File: config.mk
export PLATFORM = sky130hd
export DESIGN_NAME = sc_nonoverlap_phase_gen
export DESIGN_NICKNAME = d
export VERILOG_FILES = /design/src/rtl/sc_nonoverlap_phase_gen_pkg.sv /design/src/rtl/sc_nonoverlap_phase_gen_timer.sv /design/src/rtl/sc_nonoverlap_phase_gen.sv
export SDC_FILE = /design/constraint.sdc
export NUM_CORES = 1
export LEC_CHECK = 0
export CAP_MARGIN = 30
export CORE_UTILIZATION = 45
export CTS_CLUSTER_DIAMETER = 150
export DETAILED_ROUTE_END_ITERATION = 7
export PLACE_DENSITY = 0.78
export SLEW_MARGIN = 15
export SYNTH_ARGS = -nofsm -noshare
export SYNTH_HDL_FRONTEND = slang
export SYNTH_SLANG_ARGS = --single-unit
File: constraint.sdc
create_clock -name clk -period 8.3 [get_ports clk]
set_input_delay 1.66 -clock clk [delete_from_list [all_inputs] [get_ports clk]]
set_output_delay 1.66 -clock clk [all_outputs]
set_load 0.005 [all_outputs]
File: src/rtl/sc_nonoverlap_phase_gen_pkg.sv
// sc_nonoverlap_phase_gen_pkg: shared types, defaults and config legality check for the phase generator
package sc_nonoverlap_phase_gen_pkg;
  typedef enum logic [2:0] {IDLE, P1, D12, P2, D21} phase_state_t;
  localparam int CNT_W_DEF = 8;
  localparam int DEAD_MIN_DEF = 1;
  typedef struct packed {
    logic [CNT_W_DEF-1:0] half_period;
    logic [CNT_W_DEF-1:0] dead_time;
    logic [CNT_W_DEF-1:0] early_lead;
  } sc_phase_cfg_t;
  function automatic logic cfg_legal(input logic [31:0] hp, input logic [31:0] dt,
                                     input logic [31:0] el, input logic [31:0] dmin);
    return (hp != 0) && (hp > el) && (dt >= dmin);
  endfunction
endpackage

File: src/rtl/sc_nonoverlap_phase_gen_timer.sv
// sc_nonoverlap_phase_gen_timer: loadable down-counter timing each phase state, exposes its next count
module sc_nonoverlap_phase_gen_timer #(
  parameter int CNT_W = 8
) (
  input  logic             clk,
  input  logic             rst_n,
  input  logic             i_load,
  input  logic [CNT_W-1:0] i_load_val,
  output logic             o_done,
  output logic [CNT_W-1:0] o_cnt_nxt
);
  logic [CNT_W-1:0] r_cnt;
  assign o_cnt_nxt = i_load ? i_load_val : (r_cnt != '0 ? r_cnt - CNT_W'(1) : r_cnt);
  assign o_done = r_cnt == CNT_W'(1);
  // count register: loads a duration, then counts down and parks at zero
  always_ff @(posedge clk or negedge rst_n)
    if (!rst_n) r_cnt <= '0;
    else r_cnt <= o_cnt_nxt;
endmodule

File: src/rtl/sc_nonoverlap_phase_gen.sv
// sc_nonoverlap_phase_gen: programmable non-overlapping two-phase clock generator with per-channel gating
module sc_nonoverlap_phase_gen
  import sc_nonoverlap_phase_gen_pkg::*;
#(
  parameter int CNT_W    = CNT_W_DEF,
  parameter int NUM_CH   = 2,
  parameter int DEAD_MIN = DEAD_MIN_DEF,
  parameter int CYC_W    = 16
) (
  input  logic              clk,
  input  logic              rst_n,
  input  logic              i_en,
  input  logic [CNT_W-1:0]  i_half_period,
  input  logic [CNT_W-1:0]  i_dead_time,
  input  logic [CNT_W-1:0]  i_early_lead,
  input  logic [NUM_CH-1:0] i_ch_mask,
  output logic [NUM_CH-1:0] o_phi1,
  output logic [NUM_CH-1:0] o_phi2,
  output logic [NUM_CH-1:0] o_phi1e,
  output logic [NUM_CH-1:0] o_phi2e,
  output logic              o_busy,
  output logic              o_cfg_err,
  output logic [CYC_W-1:0]  o_cyc_cnt
);
  phase_state_t r_state, w_nxt;
  logic [CNT_W-1:0] r_hp, r_dt, r_el, w_hp_n, w_dt_n, w_el_n, w_ld_val, w_cnt_n;
  logic [NUM_CH-1:0] r_mask, w_mask_n;
  logic w_load, w_take, w_set_err, w_inc, w_done, w_legal;

  sc_nonoverlap_phase_gen_timer #(.CNT_W(CNT_W)) u_timer (
    .clk(clk), .rst_n(rst_n), .i_load(w_load), .i_load_val(w_ld_val),
    .o_done(w_done), .o_cnt_nxt(w_cnt_n)
  );

  // next state, timer reload and shadow update; config is only sampled in IDLE and at the end of D21
  always_comb begin
    w_legal = cfg_legal(32'(i_half_period), 32'(i_dead_time), 32'(i_early_lead), 32'(DEAD_MIN));
    w_nxt = r_state;
    w_load = 1'b0;
    w_ld_val = r_hp;
    w_take = 1'b0;
    w_set_err = 1'b0;
    w_inc = 1'b0;
    case (r_state)
      IDLE: if (i_en) begin
        w_take = w_legal;
        w_set_err = !w_legal;
        w_load = w_legal;
        w_ld_val = i_half_period;
        w_nxt = w_legal ? P1 : IDLE;
      end
      P1: if (w_done) begin
        w_nxt = D12;
        w_load = 1'b1;
        w_ld_val = r_dt;
      end
      D12: if (w_done) begin
        w_nxt = P2;
        w_load = 1'b1;
      end
      P2: if (w_done) begin
        w_nxt = D21;
        w_load = 1'b1;
        w_ld_val = r_dt;
      end
      D21: if (w_done) begin
        w_inc = 1'b1;
        w_nxt = i_en ? P1 : IDLE;
        w_load = i_en;
        w_take = i_en && w_legal;
        w_set_err = i_en && !w_legal;
        w_ld_val = w_legal ? i_half_period : r_hp;
      end
      default: w_nxt = IDLE;
    endcase
    w_hp_n = w_take ? i_half_period : r_hp;
    w_dt_n = w_take ? i_dead_time : r_dt;
    w_el_n = w_take ? i_early_lead : r_el;
    w_mask_n = w_take ? i_ch_mask : r_mask;
  end

  // state, shadow config and registered phase outputs decoded from the upcoming state and count
  always_ff @(posedge clk or negedge rst_n)
    if (!rst_n) begin
      r_state <= IDLE;
      r_hp <= '0;
      r_dt <= '0;
      r_el <= '0;
      r_mask <= '0;
      o_phi1 <= '0;
      o_phi2 <= '0;
      o_phi1e <= '0;
      o_phi2e <= '0;
      o_busy <= 1'b0;
      o_cfg_err <= 1'b0;
      o_cyc_cnt <= '0;
    end else begin
      r_state <= w_nxt;
      r_hp <= w_hp_n;
      r_dt <= w_dt_n;
      r_el <= w_el_n;
      r_mask <= w_mask_n;
      o_phi1 <= w_nxt == P1 ? w_mask_n : '0;
      o_phi2 <= w_nxt == P2 ? w_mask_n : '0;
      o_phi1e <= (w_nxt == P1 && w_cnt_n > w_el_n) ? w_mask_n : '0;
      o_phi2e <= (w_nxt == P2 && w_cnt_n > w_el_n) ? w_mask_n : '0;
      o_busy <= w_nxt != IDLE;
      o_cfg_err <= w_take ? 1'b0 : (w_set_err ? 1'b1 : o_cfg_err);
      o_cyc_cnt <= o_cyc_cnt + CYC_W'(w_inc);
    end
endmodule

Word-level counts from Yosys, hierarchy flattened

Cells that the tools add are included.

$add $sub $neg: 2
Order comparisons: 3
Eq/ne operators: 7
Muxes and demuxes: 33
Reductions and logical operators: 14

Operators with widths:

| cell                                                | count |
|---|---|
| two-way mux 8 bit                                   | 7 |
| case mux 8 bit (3 select lines)                     | 1 |
| adder 16 x 1 -> 16 bit                              | 1 |
| > comparator 8 bit                                  | 2 |
| nonzero test 8 bit                                  | 2 |
| two-way mux 3 bit                                   | 5 |
| case mux 3 bit (5 select lines)                     | 1 |
| two-way mux 1 bit                                   | 11 |
| two-way mux 2 bit                                   | 5 |
| == test 3 x 2 -> 1 bit, second input constant       | 3 |
| == test 8 x 1 -> 1 bit, second input constant       | 1 |
| >= comparator 8 x 1 -> 1 bit, second input constant | 1 |
| subtractor 8 x 1 -> 8 bit, second input constant    | 1 |
| == test 3 x 1 -> 1 bit, second input constant       | 2 |
| logical AND 1 bit                                   | 6 |
| case mux 1 bit (2 select lines)                     | 2 |
| == test 3 bit, second input constant                | 1 |
| logical NOT 3 bit                                   | 1 |
| case mux 1 bit (3 select lines)                     | 1 |
| nonzero test 3 bit                                  | 1 |
| OR reduction 3 bit                                  | 1 |
| nonzero test 2 bit                                  | 1 |
| OR reduction 2 bit                                  | 1 |
| logical NOT 1 bit                                   | 1 |

Register bits after elaboration: 63
Input bits: 29
Output and inout bits: 26

Logic depth before layout (Yosys ltp)

Depth after elaboration: 10
Mapped depth: 17
Gate-level depth less buffers: 15

Hierarchy

Synthesis repeated with hierarchy kept, for this count alone.

Cell total of the unflattened synthesis: 369
Area total of the unflattened synthesis: 3707.3 um^2

By module, submodules not included:

| module                        | instances | cells an instance | area an instance (um^2) | sequential area each (um^2) |
|---|---|---|---|---|
| sc_nonoverlap_phase_gen       | 1         | 307               | 3104.2                  | 1376.3 |
| sc_nonoverlap_phase_gen_timer | 1         | 62                | 603.1                   | 200.2 |

Least setup slack after synthesis

OpenSTA, ideal clock, no wires.

Path kind: input port to flip-flop
Start: in i_early_lead[7]
End: reg o_phi1e[1]
Arrival: 4.470 ns
Slack: 3.724 ns
Cell stages on the path: 13
Path through: inv_1 ha_1 nand4_1 or2_2 nand3_1 a2111oi_0 nor2_1 o31a_1 ha_1 nand4_1 nor2_1 o31a_1 nor4b_1

Cells in the longest elaborated chain, start to end: 10
Elaborated cells between the ends (all ways): 21
Classes of those cells: 2 x order compare; 1 x eq/ne; 14 x mux; 4 x reduce/logical

Ends and longest elaborated chain:

| item                                | line                                | text |
|---|---|---|
| start: declaration                  | sc_nonoverlap_phase_gen.sv:15       | `input logic [CNT_W-1:0] i_early_lead,` |
| > comparator 8 bit (*)              | sc_nonoverlap_phase_gen_pkg.sv:13   | `return (hp != 0) && (hp > el) && (dt >= dmin);` |
| logical AND 1 bit (*) (2 in series) | sc_nonoverlap_phase_gen_pkg.sv:13   |  |
| two-way mux 8 bit                   | sc_nonoverlap_phase_gen.sv:72       | `w_ld_val = w_legal ? i_half_period : r_hp;` |
| two-way mux 8 bit                   | sc_nonoverlap_phase_gen.sv:66       | `D21: if (w_done) begin` |
| case mux 8 bit (3 select lines)     | sc_nonoverlap_phase_gen.sv:44       | `case (r_state)` |
| two-way mux 8 bit (*)               | sc_nonoverlap_phase_gen_timer.sv:13 | `assign o_cnt_nxt = i_load ? i_load_val : (r_cnt != '0 ? r_cnt - CNT_W'(1) : r_cnt);` |
| net u_timer.o_cnt_nxt[4]            | sc_nonoverlap_phase_gen_timer.sv:10 | `output logic [CNT_W-1:0] o_cnt_nxt` |
| > comparator 8 bit (*)              | sc_nonoverlap_phase_gen.sv:105      | `o_phi1e <= (w_nxt == P1 && w_cnt_n > w_el_n) ? w_mask_n : '0;` |
| logical AND 1 bit (*)               | sc_nonoverlap_phase_gen.sv:105      |  |
| two-way mux 2 bit (*)               | sc_nonoverlap_phase_gen.sv:105      |  |
| end signal: assignment              | sc_nonoverlap_phase_gen.sv:105      |  |
| end: declaration                    | sc_nonoverlap_phase_gen.sv:19       | `output logic [NUM_CH-1:0] o_phi1e,` |

The timed path passes the listed nets; every way through them passes the cells marked *.
A chain may end at the register's enable or synchronous reset.

Final worst setup path

Start: in i_half_period[1]
End: reg o_phi1e[0]

Cells in the longest elaborated chain, start to end: 10
Elaborated cells between the ends (all ways): 23
Classes of those cells: 2 x order compare; 1 x eq/ne; 15 x mux; 5 x reduce/logical

Ends and longest elaborated chain:

| item                                                     | line                              | text |
|---|---|---|
| start: declaration                                       | sc_nonoverlap_phase_gen.sv:13     | `input logic [CNT_W-1:0] i_half_period,` |
| > comparator 8 bit or nonzero test 8 bit (tied branches) | sc_nonoverlap_phase_gen_pkg.sv:13 |  |
| logical AND 1 bit (*) (2 in series)                      | sc_nonoverlap_phase_gen_pkg.sv:13 |  |
| logical AND 1 bit                                        | sc_nonoverlap_phase_gen.sv:70     | `w_take = i_en && w_legal;` |
| two-way mux 1 bit                                        | sc_nonoverlap_phase_gen.sv:66     |  |
| case mux 1 bit (2 select lines) (*)                      | sc_nonoverlap_phase_gen.sv:44     |  |
| two-way mux 8 bit (*)                                    | sc_nonoverlap_phase_gen.sv:78     | `w_el_n = w_take ? i_early_lead : r_el;` |
| net w_el_n[0]                                            | sc_nonoverlap_phase_gen.sv:26     | `logic [CNT_W-1:0] r_hp, r_dt, r_el, w_hp_n, w_dt_n, w_el_n, w_ld_val, w_cnt_n;` |
| > comparator 8 bit (*)                                   | sc_nonoverlap_phase_gen.sv:105    |  |
| logical AND 1 bit (*)                                    | sc_nonoverlap_phase_gen.sv:105    |  |
| two-way mux 2 bit (*)                                    | sc_nonoverlap_phase_gen.sv:105    |  |

Marks and branches as above.

==> out/summary.txt <==
Unique masters post-synth -> 51
Register bit total from synthesis -> 63
Mean Syn Cell Area -> 10.02 µm²
CTS max path bufs -> 2
Worst setup EP type -> flop
Syn_nets -> 416
Num CTS Buffers -> 9
Starting Density -> 47.12%
Status -> completed
DRC -> 0
Die width -> 92.41 µm
Asr flop ratio synth -> 100.0%
Yosys warns -> 0
Worst Path Max Fanout -> 25
Row cnt -> 32
Minimum clock period -> 5.658 ns
Hold Vio Cnt, Final -> 0
Worst path arrival time -> 5.88 ns
Number of nets with antenna violations after routing -> 0
Slew @ Worst Pin -> 0.9356 ns
Fillers -> 685
Max Slew Vio Count -> 0
Predominant post-synthesis flop cell -> dfrtp_1
RSZ-0062 raised after global routing -> false
Drt pass-1 iters -> 5
CP startpoint kind -> input pin
Max-cap violations -> 0
Peak VDD IR -> 0.0001283 V
Final setup vio count -> 0
Synthesized area -> 3679 µm²
Setup Crit Path Kind -> input pin to flop
Initial DRC Count -> 171
Die area -> 8540 µm²
Tot GR Track Use -> 22.71%
Max-slew headroom -> 37.29%
Hpwl dp -> 6.647 mm
CTS tree -> built
Ports -> 55
WL/cell -> 16.88 µm
H-tree Lvls -> 3
Routed vias/inst -> 5.780
Maximum clock frequency -> 176.8 MHz
Clk slew on worst S/H paths -> 0.07 ns
Layout cells sized above 1 -> 11.76%
Largest net degree at the start of global routing -> 64
First-pass GRT wire length -> 14.99 mm
Final period util -> 68.16%
Final Core Density -> 57.29%
Total Wirelength -> 8.895 mm
Die span in y -> 92.41 µm
Area grow syn2layout -> 21.60%
Total global routing overflow -> 0
Post-CTS setup buffer count -> 0
# clock sinks -> 63
CTS root buffer -> clkbuf_8
Cts hold-fix bufs -> 0
Port Buf Inserts -> 54
Initial antenna violation count -> 0
Post-synth EDFFs -> 0
Layout Skew -> 0.008752 ns
Post-Syn Instances -> 367
Antenna Cells -> 0
Clk_lat worst skew -> 0.34 ns
Post-CTS sizing -> 0
Pleak -> 1.993 nW
Req. time, crit path -> 8.52 ns
Pwr dens -> 279.2 nW/µm²
Vias in the first global route -> 3056
Setup TNS -> 0 ns
Sequential fraction of the synthesis area -> 42.86%
Core Box Area -> 7807 µm²
Placer congestion estimate -> 0.9675
Hold Crit Class -> flop to flop
Post-layout nets -> 469
Via count -> 3046
-- per-layer routing --
layer / global-route usage [%] / routed length, µm / part of all wire, % / vias up
met5: 0 / 0 / 0 / -
met4: 10.42 / 292 / 3.3 / 0
met3: 5.829 / 567 / 6.4 / 24
met2: 34.88 / 4133 / 46 / 112
met1: 30.07 / 3902 / 44 / 1457
li1: - / - / - / 1453
-- cell type report --
cell class,instances,area (µm²),area share [%]
Clock buffer,9,123.9,2.769
Timing Repair Buffer,57,558.0,12.48
Inverter,13,48.80,1.091
Tap cell,102,127.6,2.853
Sequential cell,63,1577,35.24
Clock inverter,7,47.55,1.063
Multi-Input combinational cell,276,1991,44.50
-- layout by cell type (no fill, tap or decap), drive strengths merged, types with 7 or more instances in the layout --
cell / count
a211oi: 7
a21o: 12
a21oi: 24
clkbuf: 9
clkdlybuf4s50: 53
dfrtp: 63
ha: 20
inv: 13
mux2: 21
mux2i: 11
nand2: 38
nand3: 11
nand4: 10
nor2: 27
nor3: 10
xnor2: 14
-- through the flow --
step | cell area (µm²) | cells | total power [mW] | hold slack, ns | worst slack (ns)
floorplan | 3679 | 367 | 0.8450 | 0.4498 | 3.724
global placement | 4302 | 511 | 0.9908 | 0.4596 | 2.539
detailed placement | 4302 | 511 | 1.014 | 0.4652 | 2.326
CTS | 4473 | 527 | 1.254 | 0.4762 | 2.667
global route | 4473 | 527 | 1.348 | 0.4880 | 2.232
finish | 4473 | 527 | 1.249 | 0.4686 | 2.642
-- registers in the layout, summed over array words and instances (netlist names) --
| signal | count |
|---|---|
| o_phi1e | 2 |
| o_cyc_cnt | 16 |
| o_phi2e | 2 |
| r_state | 3 |
| o_phi1 | 2 |
| r_el | 8 |
| o_busy | 1 |
| r_dt | 8 |
| o_cfg_err | 1 |
| r_mask | 2 |
| r_hp | 8 |
| o_phi2 | 2 |
| u_timer.r_cnt | 8 |
-- cells in the mapped netlist, types with 7 or more instances --
cell      count  share of area [%]
nand2_1      38                3.9
nand4_1       9                1.5
nor2_1       26                2.7
nand3_1      11                1.5
mux2i_1      11                3.0
a21o_1       12                2.4
mux2_2       21                6.4
ha_1         20                6.8
a21oi_1      24                3.3
dfrtp_1      63                 43
a211oi_1      7                1.4
xnor2_1      14                3.3
inv_1        12                1.2
nor3_1        7               0.95
clkbuf_1      9               0.92
-- power breakdown --
part	switching, mW	internal [mW]	total, mW
registers	0.0940	0.407	0.501
clock network	0.125	0.108	0.233
logic	0.260	0.255	0.515
-- cells by family after synthesis --
group           count (synthesis)  share of synthesized area, %
compound gates                 83                         16.02
xor+xnor                       19                         4.524
fa+ha+maj                      20                         6.803
buf+inv                        28                         3.027
flops                          63                         42.86
mux                            32                         9.422
simple gates                  122                         17.35
-- final timing paths --
path / startpoint / end / slack (ns) / cells after the start
max: i_half_period[1] / o_phi1e[0] / 2.64 / 15
min: o_cyc_cnt[15] / o_cyc_cnt[15] / 0.47 / 1
max reg2reg: r_state[2] / o_phi1e[0] / 4.19 / 10
min reg2reg: o_cyc_cnt[15] / o_cyc_cnt[15] / 0.47 / 1
max in group asynchronous: rst_n / r_el[6] / 6.30 / 2
min in group asynchronous: rst_n / o_cyc_cnt[12] / 1.50 / 2
-- worst max-delay path, stage by stage --
cell	delay, ns
clkdlybuf4s50_1	0.51
ha_1	0.35
nor2b_1	0.13
o211ai_1	0.17
a21o_1	0.38
a2111o_1	0.72
buf_4	0.39
mux2_2	0.38
ha_1	0.21
nor2b_1	0.10
o21ai_0	0.08
nand2b_1	0.08
a21oi_1	0.07
o31a_1	0.29
nor4b_1	0.35
No activity file was read; power rests on OpenSTA's default activity.
